## src/rtl/sample_feeder_pkg.sv

```systemverilog
// ============================================================================
// sample_feeder_pkg : shared FSM encoding and field widths for sample_feeder
// Rev 1.0
// ============================================================================
`default_nettype none

package sample_feeder_pkg;

   typedef enum logic [1:0] {
      ST_LOAD = 2'd0,
      ST_WAIT = 2'd1,
      ST_PLAY = 2'd2
   } state_t;

   localparam int c_X_W     = 7;
   localparam int c_T_W     = 2;
   localparam int c_SMP_W   = 2 * c_X_W + c_T_W;
   localparam int c_EPOCH_W = 16;

endpackage

`default_nettype wire

```

## src/rtl/sample_feeder_ram.sv

```systemverilog
// ============================================================================
// sample_ram : DEPTH x sample-word storage, registered write, async read
// Rev 1.0
// ============================================================================
`default_nettype none

module sample_ram
   import sample_feeder_pkg::*;
#(
   parameter int DEPTH = 64,
   parameter int AW    = $clog2(DEPTH)
) (
   input  logic               clk,
   input  logic               i_we,
   input  logic [AW-1:0]      i_waddr,
   input  logic [c_SMP_W-1:0] i_wdata,
   input  logic [AW-1:0]      i_raddr,
   output logic [c_SMP_W-1:0] o_rdata
);

   // No reset on storage: contents are only visible after being rewritten.
   logic [c_SMP_W-1:0] r_mem [DEPTH];

   always_ff @(posedge clk) begin
      if (i_we) begin
         r_mem[i_waddr] <= i_wdata;
      end
   end

   assign o_rdata = r_mem[i_raddr];

endmodule

`default_nettype wire

```

## src/rtl/sample_feeder.sv

```systemverilog
// ============================================================================
// sample_feeder : loads training samples, then replays them once per epoch
// Rev 1.0
// ============================================================================
`default_nettype none

module sample_feeder
   import sample_feeder_pkg::*;
#(
   parameter int DEPTH = 64,
   parameter int AW    = $clog2(DEPTH)
) (
   input  logic                        clk,
   input  logic                        rst,
   input  logic                        wrValid,
   output logic                        wrReady,
   input  logic signed [c_X_W-1:0]     wrX1,
   input  logic signed [c_X_W-1:0]     wrX2,
   input  logic signed [c_T_W-1:0]     wrT,
   input  logic                        loadDone,
   input  logic                        start,
   input  logic                        clear,
   output logic                        smpValid,
   input  logic                        smpReady,
   output logic signed [c_X_W-1:0]     x1,
   output logic signed [c_X_W-1:0]     x2,
   output logic signed [c_T_W-1:0]     t,
   output logic [31:0]                 sampleCount,
   output logic                        epochEnd,
   output logic [c_EPOCH_W-1:0]        epochCount
);

   localparam logic [AW:0] c_FULL = (AW+1)'(DEPTH);

   state_t                 r_state;
   logic [AW:0]            r_count;
   logic [AW-1:0]          r_rdPtr;
   logic [c_EPOCH_W-1:0]   r_epochCount;
   logic                   r_epochEnd;

   logic                   w_wrReady;
   logic                   w_wr;
   logic                   w_play;
   logic                   w_last;
   logic [c_SMP_W-1:0]     w_rdata;

   assign w_wrReady = (r_state == ST_LOAD) && (r_count < c_FULL);
   // Writes are suppressed by clear/rst so they cannot beat the count reset.
   assign w_wr      = w_wrReady && wrValid && !clear && !rst;
   assign w_play    = (r_state == ST_PLAY);
   assign w_last    = ({1'b0, r_rdPtr} == (r_count - 1'b1));

   sample_ram #(
      .DEPTH (DEPTH),
      .AW    (AW)
   ) u_ram (
      .clk     (clk),
      .i_we    (w_wr),
      .i_waddr (r_count[AW-1:0]),
      .i_wdata ({wrX1, wrX2, wrT}),
      .i_raddr (r_rdPtr),
      .o_rdata (w_rdata)
   );

   always_ff @(posedge clk) begin
      if (rst) begin
         r_state      <= ST_LOAD;
         r_count      <= '0;
         r_rdPtr      <= '0;
         r_epochCount <= '0;
         r_epochEnd   <= 1'b0;
      end else begin
         r_epochEnd <= 1'b0;
         if (clear) begin
            r_state      <= ST_LOAD;
            r_count      <= '0;
            r_rdPtr      <= '0;
            r_epochCount <= '0;
         end else begin
            case (r_state)
               ST_LOAD: begin
                  if (w_wr) begin
                     r_count <= r_count + 1'b1;
                  end
                  if (loadDone && ((r_count != '0) || w_wr)) begin
                     r_state <= ST_WAIT;
                  end
               end
               ST_WAIT: begin
                  if (start) begin
                     r_rdPtr <= '0;
                     r_state <= ST_PLAY;
                  end
               end
               ST_PLAY: begin
                  if (smpReady) begin
                     if (w_last) begin
                        r_state    <= ST_WAIT;
                        r_epochEnd <= 1'b1;
                        if (r_epochCount != '1) begin
                           r_epochCount <= r_epochCount + 1'b1;
                        end
                     end else begin
                        r_rdPtr <= r_rdPtr + 1'b1;
                     end
                  end
               end
               default: r_state <= ST_LOAD;
            endcase
         end
      end
   end

   assign wrReady     = w_wrReady;
   assign smpValid    = w_play;
   assign x1          = w_play ? w_rdata[c_SMP_W-1 -: c_X_W]       : '0;
   assign x2          = w_play ? w_rdata[c_T_W+c_X_W-1 -: c_X_W]   : '0;
   assign t           = w_play ? w_rdata[c_T_W-1:0]                : '0;
   assign sampleCount = 32'(r_count);
   assign epochEnd    = r_epochEnd;
   assign epochCount  = r_epochCount;

endmodule

`default_nettype wire

```

## config.mk

```make
export PLATFORM = sky130hd
export DESIGN_NAME = sample_feeder
export DESIGN_NICKNAME = d
export VERILOG_FILES = /design/src/rtl/sample_feeder_pkg.sv /design/src/rtl/sample_feeder_ram.sv /design/src/rtl/sample_feeder.sv
export SDC_FILE = /design/constraint.sdc
export NUM_CORES = 1
export LEC_CHECK = 0
export ABC_AREA = 1
export CORE_MARGIN = 2
export CORE_UTILIZATION = 56
export DETAILED_ROUTE_END_ITERATION = 6
export HOLD_SLACK_MARGIN = 0.05
export PLACE_DENSITY = 0.7
export SYNTH_ARGS = -nofsm -noshare
export SYNTH_HDL_FRONTEND = slang
export SYNTH_SLANG_ARGS = --single-unit
```

## constraint.sdc

```tcl
create_clock -name clk -period 3.88 [get_ports clk]
set_input_delay 0.776 -clock clk [delete_from_list [all_inputs] [get_ports clk]]
set_output_delay 0.776 -clock clk [all_outputs]
set_load 0.005 [all_outputs]
```

**Word-level counts from Yosys, hierarchy flattened**

Memory sizes are Yosys's and may differ from the RTL's. A register that Yosys moved wholly into a read port is not among the register bits.
Index checks and enable logic that the tools add are counted.

- Flip-flop bits (word level): 32
- Bits in latches: 0
- RAM bits: 1024
- ROM bits: 0
- Bits of input ports: 23
- Logic and storage cells: 56
- Memories kept: 1

Memories:

| memory | depth | bits a word | read ports | clocked after memory_dff | wr ports | line | RTL |
|---|---|---|---|---|---|---|---|
| u_ram.r_mem | 64 | 16 | 1 | 1 | 1 | sample_feeder_ram.sv:22 | `logic [c_SMP_W-1:0] r_mem [DEPTH];` |

- $add $sub $neg: 4
- $mul: 0
- Div/mod/pow operators: 0
- Magnitude comparators: 1
- Eq/ne operators: 9
- Shift-type cells: 0
- Multiplexer cells: 17
- Bitwise operators: 2
- Reduce and logical (&&, ||, !) cells: 17

Operator list:

| cell | count |
|---|---|
| two-way mux 6 bit | 5 |
| adder 16 x 1 -> 16 bit, second input constant | 1 |
| inequality test 16 bit, second input constant | 1 |
| two-way mux 7 bit | 2 |
| case mux 6 bit (2 select lines) | 1 |
| AND reduction 4 bit | 3 |
| two-way mux 2 bit | 5 |
| adder 7 x 1 -> 7 bit, second input constant | 1 |
| equality test 6 x 7 -> 1 bit | 1 |
| < comparator 7 bit, second input constant | 1 |
| nonzero test 7 bit | 1 |
| subtractor 7 x 1 -> 7 bit, second input constant | 1 |
| adder 6 x 1 -> 6 bit, second input constant | 1 |
| inequality test 2 bit, second input constant | 3 |
| case mux 2 bit (3 select lines) | 1 |
| logical AND 1 bit | 5 |
| inequality test 2 x 1 -> 1 bit, second input constant | 2 |
| OR reduction 4 bit | 1 |
| two-way mux 1 bit | 3 |
| equality test 2 x 1 -> 1 bit, second input constant | 1 |
| equality test 2 bit, second input constant | 1 |
| zero test 1 bit | 2 |
| zero test 2 bit | 1 |
| inverter 1 bit | 2 |
| 4 further kinds | 4 |

**Logic depth before layout (Yosys ltp)**

Gate-level depths: netlist of run 1.

- Depth after elaboration: 9
- Depth in mapped cells: 15
- Mapped depth without buffers: 15

**Modules after synthesis**

A second synthesis of run 1 with hierarchy kept.

- Cell total of the unflattened synthesis: 3893
- Area, all modules: 44252.4 um^2

Modules (own cells, without submodules):

| module | instances | cells each | area an instance (um^2) | seq. area each (um^2) |
|---|---|---|---|---|
| sample_ram | 1 | 3501 | 41778.8 | 30749.5 |
| sample_feeder | 1 | 392 | 2473.6 | 640.6 |

**Worst setup path after synthesis of run 1**

No wires, ideal clock.

- Path kind: input to register
- Start: input port clear
- End: memory u_ram.r_mem[63][0] (netlist name), enable pin
- Arrival time: 2.772 ns
- Path slack: 0.696 ns
- Stages: 5
- Path through: nor2_2 > clkinv_1 > nor2_4 > nand2_1 > nor3_1

- Word-level cells in the longest chain between the ends: 5

RTL lines:

| what | line | RTL |
|---|---|---|
| from (decl) | sample_feeder.sv:22 | `input logic clear,` |
| zero test 1 bit | sample_feeder.sv:49 | `assign w_wr = w_wrReady && wrValid && !clear && !rst;` |
| logical AND 1 bit (2 in series) | sample_feeder.sv:49 |  |
| two-way mux 1 bit | sample_feeder_ram.sv:25 | `if (i_we) begin` |
| two-way mux 1 bit (not written as such) | sample_feeder_ram.sv:26 | `r_mem[i_waddr] <= i_wdata;` |
| to (decl) | sample_feeder_ram.sv:22 |  |

Every way passes these cells.

==> run_results.csv, run 1 <==
group,metric,value,unit
synth,yosysUniqueCellTypes,28,
setup_path,worstSetupPathType,"flip-flop to output pin",
synth,muxShareOfSynthArea,0,
cts,path_clk_slew,60,ps
routing,viasPerCell,5.90,
routing,totalWireLength,117000,um
routing,drt_iter0_markers,3404,
synth,yosys.area.top_type,"edfxtp_1",
power_and_ir_drop,combPwrFrac,0.050,
place,placed_area,0.0461,mm^2
synth,yosysMostFrequentCell,"nand2_1",
synth,synth.area.top_cells,"edfxtp_1 70%, nand2_1 10%, nand3_1 7.0%",
routing,num_vias,29900,
synth,post_synth_xor_area_fraction,0.00261,
power_and_ir_drop,pwr_density_cell,471,mW/mm^2
cells_and_area,final_area,0.0503,mm^2
cells_and_area,drive_gt1_frac,0.108,
timing,drv_slew,0,
routing,wl_per_cell,23.1,um
place,numPortBuffers,64,
grt,grt_max_degree,75,
die,rows,102,
place,dp_hpwl,66100,um
synth,synthFlopType,"edfxtp_1",
routing,ant_nets,0,
timing,finalCritPeriodShare,1.06,
cts,cts_sinks,1062,
timing,tightest_slew,1270,ps
timing,grt_setup_unrepaired,"yes",
place,pre_cts_ws,359,ps
die,core_area,0.0773,mm^2
timing,period_needed,4130,ps
grt,grt_antenna_before_repair,2,
cts,clock_latency,680,ps
cts,cts_buffer_depth,3,
timing,skew,35.0,ps
setup_path,startpoint_type,"flip-flop",
timing,hold_viol_final,0,
grt,overflow,0,
synth,syn-cell-area,0.0437,mm^2
place,gp_congestion,0.908,
synth,syn_area_per_cell,11.5,um^2
power_and_ir_drop,internal_power,18.5,mW
grt,grt_pass1_vias,28000,
timing,setup_viol,8,
cts,cts_tree,"built",
cells_and_area,layout.nets,3968,
power_and_ir_drop,peakVddDrop,0.000329,V
cells_and_area,syn_to_final_growth,15.1,%
cts,cts-htree-levels,3,
cells_and_area,fillers,5683,
routing,drtPass1Iterations,6,
setup_path,cp.arrival,3350,ps
cts,cts_hold_repair.buffers,0,
synth,synth-edff-count,1024,
power_and_ir_drop,p_sw,5.15,mW
synth,async_reset_ff_frac,0,
run,maxCapViolCount,0,
setup_path,critPathRequiredTime,3100,ps
cts,cts_buffers,105,
synth,synth_cells,3807,
grt,grt_first_pass_wirelength,174000,um
power_and_ir_drop,seqPwrFrac,0.532,
setup_path,cp_max_fo,20,
die,io_pins,90,
synth,synth_compound_area_frac,0.0420,
status,run_status,"finished with violations",
cts,root_buffer,"clkbuf_16",
power_and_ir_drop,clockPowerShare,0.418,
hold_path,hold_class,"flip-flop to flip-flop",
power_and_ir_drop,p_leak,18.1,nW
setup_path,setup.worst_path.end_class,"output pin",
die,dieHeight,283,um
synth,synth-seq-area-share,0.721,
routing,drc,0,
synth,yosys_warnings,0,
synth,synth_commonest_cells,"1190 x nand2_1, 1024 x edfxtp_1, 607 x nand3_1",
timing,slew_headroom,0.151,
power_and_ir_drop,swShare,0.218,
die,die_x,283,um
cells_and_area,final_util,0.650,
timing,worst_slack,-247,ps
die,start_util,0.565,
status,violations,"negative setup slack",
synth,yosys.area_share.simple,0.200,
synth,ys_seq_elements,1062,
grt,grt_use_total,0.288,
die,die_area,0.0803,mm^2
synth,synthAdderAreaFrac,0.00115,
synth,synth_top_family_by_area,"simple AND/OR/NAND/NOR gates",
timing,fmax,0.242,GHz
synth,synth_top_area_frac,0.704,
-- power groups by stage --
stage	Sequential, mW	Clock (mW)	Combinational [mW]
6_report	12.6	9.89	1.18
3_5_place_dp	12.8	0	1.07
2_1_floorplan	12.8	0	0.554
5_1_grt	12.6	10.4	1.26
3_3_place_gp	12.8	0	1.06
4_1_cts	12.6	9.96	1.13
-- cells by family (layout without fill, tap and decap cells) --
logic type               count (synthesis)  in the layout
XOR/XNOR                                13             13
AND/OR/NAND/NOR                       2090           2090
AO/OA/AOI/OAI                          335            335
flip-flops                            1062           1062
other                                    1             26
buffers and inverters                  302            498
adder cells (fa/ha/maj)                  4              4
-- layer usage --
layer / GRT usage / share of wire / vias up
met5: 0 / 0 / -
met4: 0.113 / 0.033 / 0
met3: 0.0568 / 0.10 / 194
met2: 0.463 / 0.48 / 1609
met1: 0.390 / 0.39 / 14500
li1: - / - / 13600
-- metrics by stage --
stage,TNS (ps),hold slack [ps],power [mW],std cells
5_1_grt,-2090,556,24.2,5067
3_3_place_gp,0,490,13.9,4852
3_5_place_dp,0,505,13.9,4852
2_1_floorplan,0,487,13.4,3831
4_1_cts,-2120,517,23.7,5059
6_report,-1190,513,23.7,5068
-- cell type report --
type	instances	area, um^2	area share
timing repair inverter	1	8.76	0.000174
antenna	1	2.50	0.0000498
tap	1040	1300	0.0259
timing repair buffer	257	2770	0.0550
inverter	47	208	0.00413
sequential	1062	31500	0.627
clock buffer	131	2740	0.0544
clock inverter	62	613	0.0122
multi-input combinational	2467	11100	0.221
-- cell usage in the layout (no fill, tap or decap), types with 4 or more instances in the layout --
cell type and count:
buf_2 16, clkdlybuf4s50_1 40, inv_2 4, nor2_2 7, dfxtp_1 34, clkbuf_16 107, bufbuf_16 4, nor3_1 10
o21ai_0 71, a21oi_4 5, buf_16 14, xor2_1 8, ha_1 4, xnor2_1 5, clkinv_1 27, nand4_1 19
clkbuf_1 25, dfxtp_4 4, a21oi_2 13, clkinv_2 19, nor2_1 241, nand2_1 1187, buf_6 5, a21oi_1 182
dlymetal6s2s_1 5, o31ai_1 58, o31ai_2 5, clkinv_8 5, nand2_2 7, buf_12 25, edfxtp_1 1024, nand3_2 22
buf_4 143, nand3_1 589, inv_1 36, bufinv_16 9, conb_1 25
-- sequential cells by signal, summed over array words and instances, names as in the netlist, named ones only --
name,count
epochCount,16
epochEnd,1
u_ram.r_mem,1024
r_count,7
r_rdPtr,6
r_state,2
-- critical path, stage by stage (launching register included) --
cell	delay, ps
dfxtp_4	490
buf_12	230
buf_4	150
clkbuf_16	180
nand2_1	60
nand3_1	80
nand3_1	80
nand2_1	160
nand2_1	80
nand3_1	120
nand3_2	180
a21oi_2	290
clkdlybuf4s50_1	540
-- worst paths after layout --
path / start / end / slack, ps / depth (start not counted)
setup / recovery: flip-flop / x1[3] / -250 / 12
hold / removal: epochCount[1] / epochCount[1] / 510 / 2
setup reg to reg: r_count[6] / u_ram.r_mem[25][15] / 1080 / 8
hold reg to reg: epochCount[1] / epochCount[1] / 510 / 2
-- repair_timing --
action / in CTS / in global routing
setup endpoints to repair: 16 / 16
gates cloned: 9 / 2
gates resized for setup: 51 / 34
hold endpoints to repair: 0 / 0
pin swaps: 8 / 7
setup buffers: 5 / 6
(Power assumes the default switching activity.)
==> run 2: changes to the inputs <==
- SETUP_SLACK_MARGIN: not set -> 0.5
==> run_results.csv, run 2 (same netlist as run 1, synthesis figures left out) <==
group,metric,value,unit
cells_and_area,regMostFlops,"u_ram.r_mem",
cells_and_area,drive_gt1_frac,0.164,
routing,ant_nets,0,
routing,drtPass1Iterations,6,
die,dieHeight,283,um
grt,grt_first_pass_wirelength,182000,um
routing,wl_per_cell,24.4,um
setup_path,critPathRequiredTime,3100,ps
cells_and_area,largest_reg_flops,1024,
cells_and_area,fin_cells,5120,
cts,clock_latency,690,ps
timing,period_needed,3660,ps
die,start_util,0.565,
die,rows,102,
cells_and_area,layout_commonest_cell,"nand2_1",
setup_path,worstSetupPathType,"flip-flop to output pin",
cts,cts_sinks,1062,
place,dp_hpwl,66100,um
timing,fin_setup_tns,0,ps
setup_path,startpoint_type,"flip-flop",
power_and_ir_drop,p_leak,18.8,nW
cts,cts_hold_repair.buffers,0,
routing,drc,0,
timing,drv_slew,0,
power_and_ir_drop,pwr_density_cell,457,mW/mm^2
setup_path,timing.rr.start,"r_count[6]",
timing,finalCritPeriodShare,0.943,
grt,grt_antenna_before_repair,1,
routing,totalWireLength,125000,um
cells_and_area,layout.nets,4020,
place,dp.cells,4852,
hold_path,hold_class,"flip-flop to flip-flop",
cts,cts_buffer_depth,3,
timing,grt_setup_unrepaired,"yes",
routing,drt_iter0_markers,3524,
die,core_area,0.0773,mm^2
cells_and_area,final_util,0.677,
place,placed_area,0.0461,mm^2
place,gp_congestion,0.908,
cells_and_area,final_area,0.0523,mm^2
cts,cts-htree-levels,3,
grt,overflow,0,
setup_path,reg2reg_to,"u_ram.r_mem[25][15]",
setup_path,reg2reg_setup_slack,1050,ps
timing,setup_viol,0,
timing,hold_viol_final,0,
grt,grt_max_degree,75,
timing,slew_headroom,0.132,
status,run_status,"completed",
setup_path,cp.arrival,2880,ps
die,io_pins,90,
die,die_area,0.0803,mm^2
cells_and_area,final_cell_mix,"1145 x nand2_1, 1024 x edfxtp_1, 537 x nand3_1",
cells_and_area,fillers,5367,
routing,viasPerCell,6.05,
power_and_ir_drop,peakVddDrop,0.000327,V
cts,cts_tree,"built",
place,numPortBuffers,64,
setup_path,cp-endpoint,"x2[4]",
cts,root_buffer,"clkbuf_16",
die,die_x,283,um
run,maxCapViolCount,0,
cts,path_clk_slew,60,ps
setup_path,setup.worst_path.end_class,"output pin",
grt,grt_pass1_vias,28900,
timing,fmax,0.273,GHz
setup_path,ff2ff_path_depth,8,
timing,tightest_slew,1300,ps
grt,grt_use_total,0.303,
routing,num_vias,31000,
cells_and_area,syn_to_final_growth,19.8,%
setup_path,cp_max_fo,8,
timing,skew,35.7,ps
cts,cts_buffers,105,
run 2: cell types whose count changed in the layout (fill, tap and decap cells not counted), moves of 30 or more:
cell,previous run,this run
nand2_1,1187,1145
nand3_1,589,537
nand3_2,22,61
nand2_2,7,47
buf_16,14,44
a21oi_1,182,144
run 2: repair_timing:
| item | CTS | global route |
|---|---|---|
| setup buffers | 29 | 5 |
| pin swaps | 97 | 64 |
| gates cloned | 33 | 7 |
| resized for setup | 315 | 90 |
| setup endpoints to repair | 16 | 16 |
run 2: cell type report:
cell class | instances | area [um^2] | area share
Sequential cell | 1062 | 31500 | 0.602
Antenna cell | 1 | 2.50 | 0.0000478
Inverter | 47 | 208 | 0.00397
Multi-Input combinational cell | 2467 | 12000 | 0.230
Tap cell | 1040 | 1300 | 0.0249
Clock buffer | 131 | 2740 | 0.0523
Clock inverter | 62 | 613 | 0.0117
Timing Repair Buffer | 309 | 3930 | 0.0751
Timing Repair inverter | 1 | 8.76 | 0.000167
run 2: worst min path at each step:
stage                         startpoint        endpoint  slack [ps]  cells past startpoint
after global routing      epochCount[14]  epochCount[14]         560                      2
after CTS                  epochCount[1]   epochCount[1]         520                      2
after detailed placement   epochCount[1]   epochCount[1]         500                      2
final                      epochCount[1]   epochCount[1]         510                      2
after floorplan            epochCount[1]   epochCount[1]         490                      2
after global placement     epochCount[1]   epochCount[1]         490                      2
run 2: critical path, stage by stage (launching register included):
cell,delay (ps)
dfxtp_4,360
buf_12,150
inv_16,80
buf_16,130
buf_16,170
buf_12,140
buf_16,120
buf_12,150
nand2_2,60
nand3_2,50
nand3_1,80
nand2_1,80
nand2_1,60
nand3_2,100
nand3_2,100
a21oi_4,210
buf_2,150
run 2: where the power goes:
group	switching [mW]	internal, mW	total [mW]
clock network	4.32	5.61	9.93
registers	0.0168	12.6	12.6
logic	0.956	0.432	1.39
total	5.29	18.6	23.9
run 2: per-layer routing:
metal | routed length (um) | GRT usage
met3 | 13400 | 0.0532
met2 | 59400 | 0.485
met1 | 46700 | 0.411
met5 | 0 | 0
met4 | 5290 | 0.134
run 2: per-stage QoR:
| step | hold slack (ps) | worst slack [ps] | power (mW) |
|---|---|---|---|
| after floorplan | 487 | 696 | 13.4 |
| after global placement | 490 | 373 | 13.9 |
| after detailed placement | 505 | 359 | 13.9 |
| after CTS | 517 | 271 | 23.8 |
| after global routing | 556 | 183 | 24.4 |
| final | 511 | 222 | 23.9 |
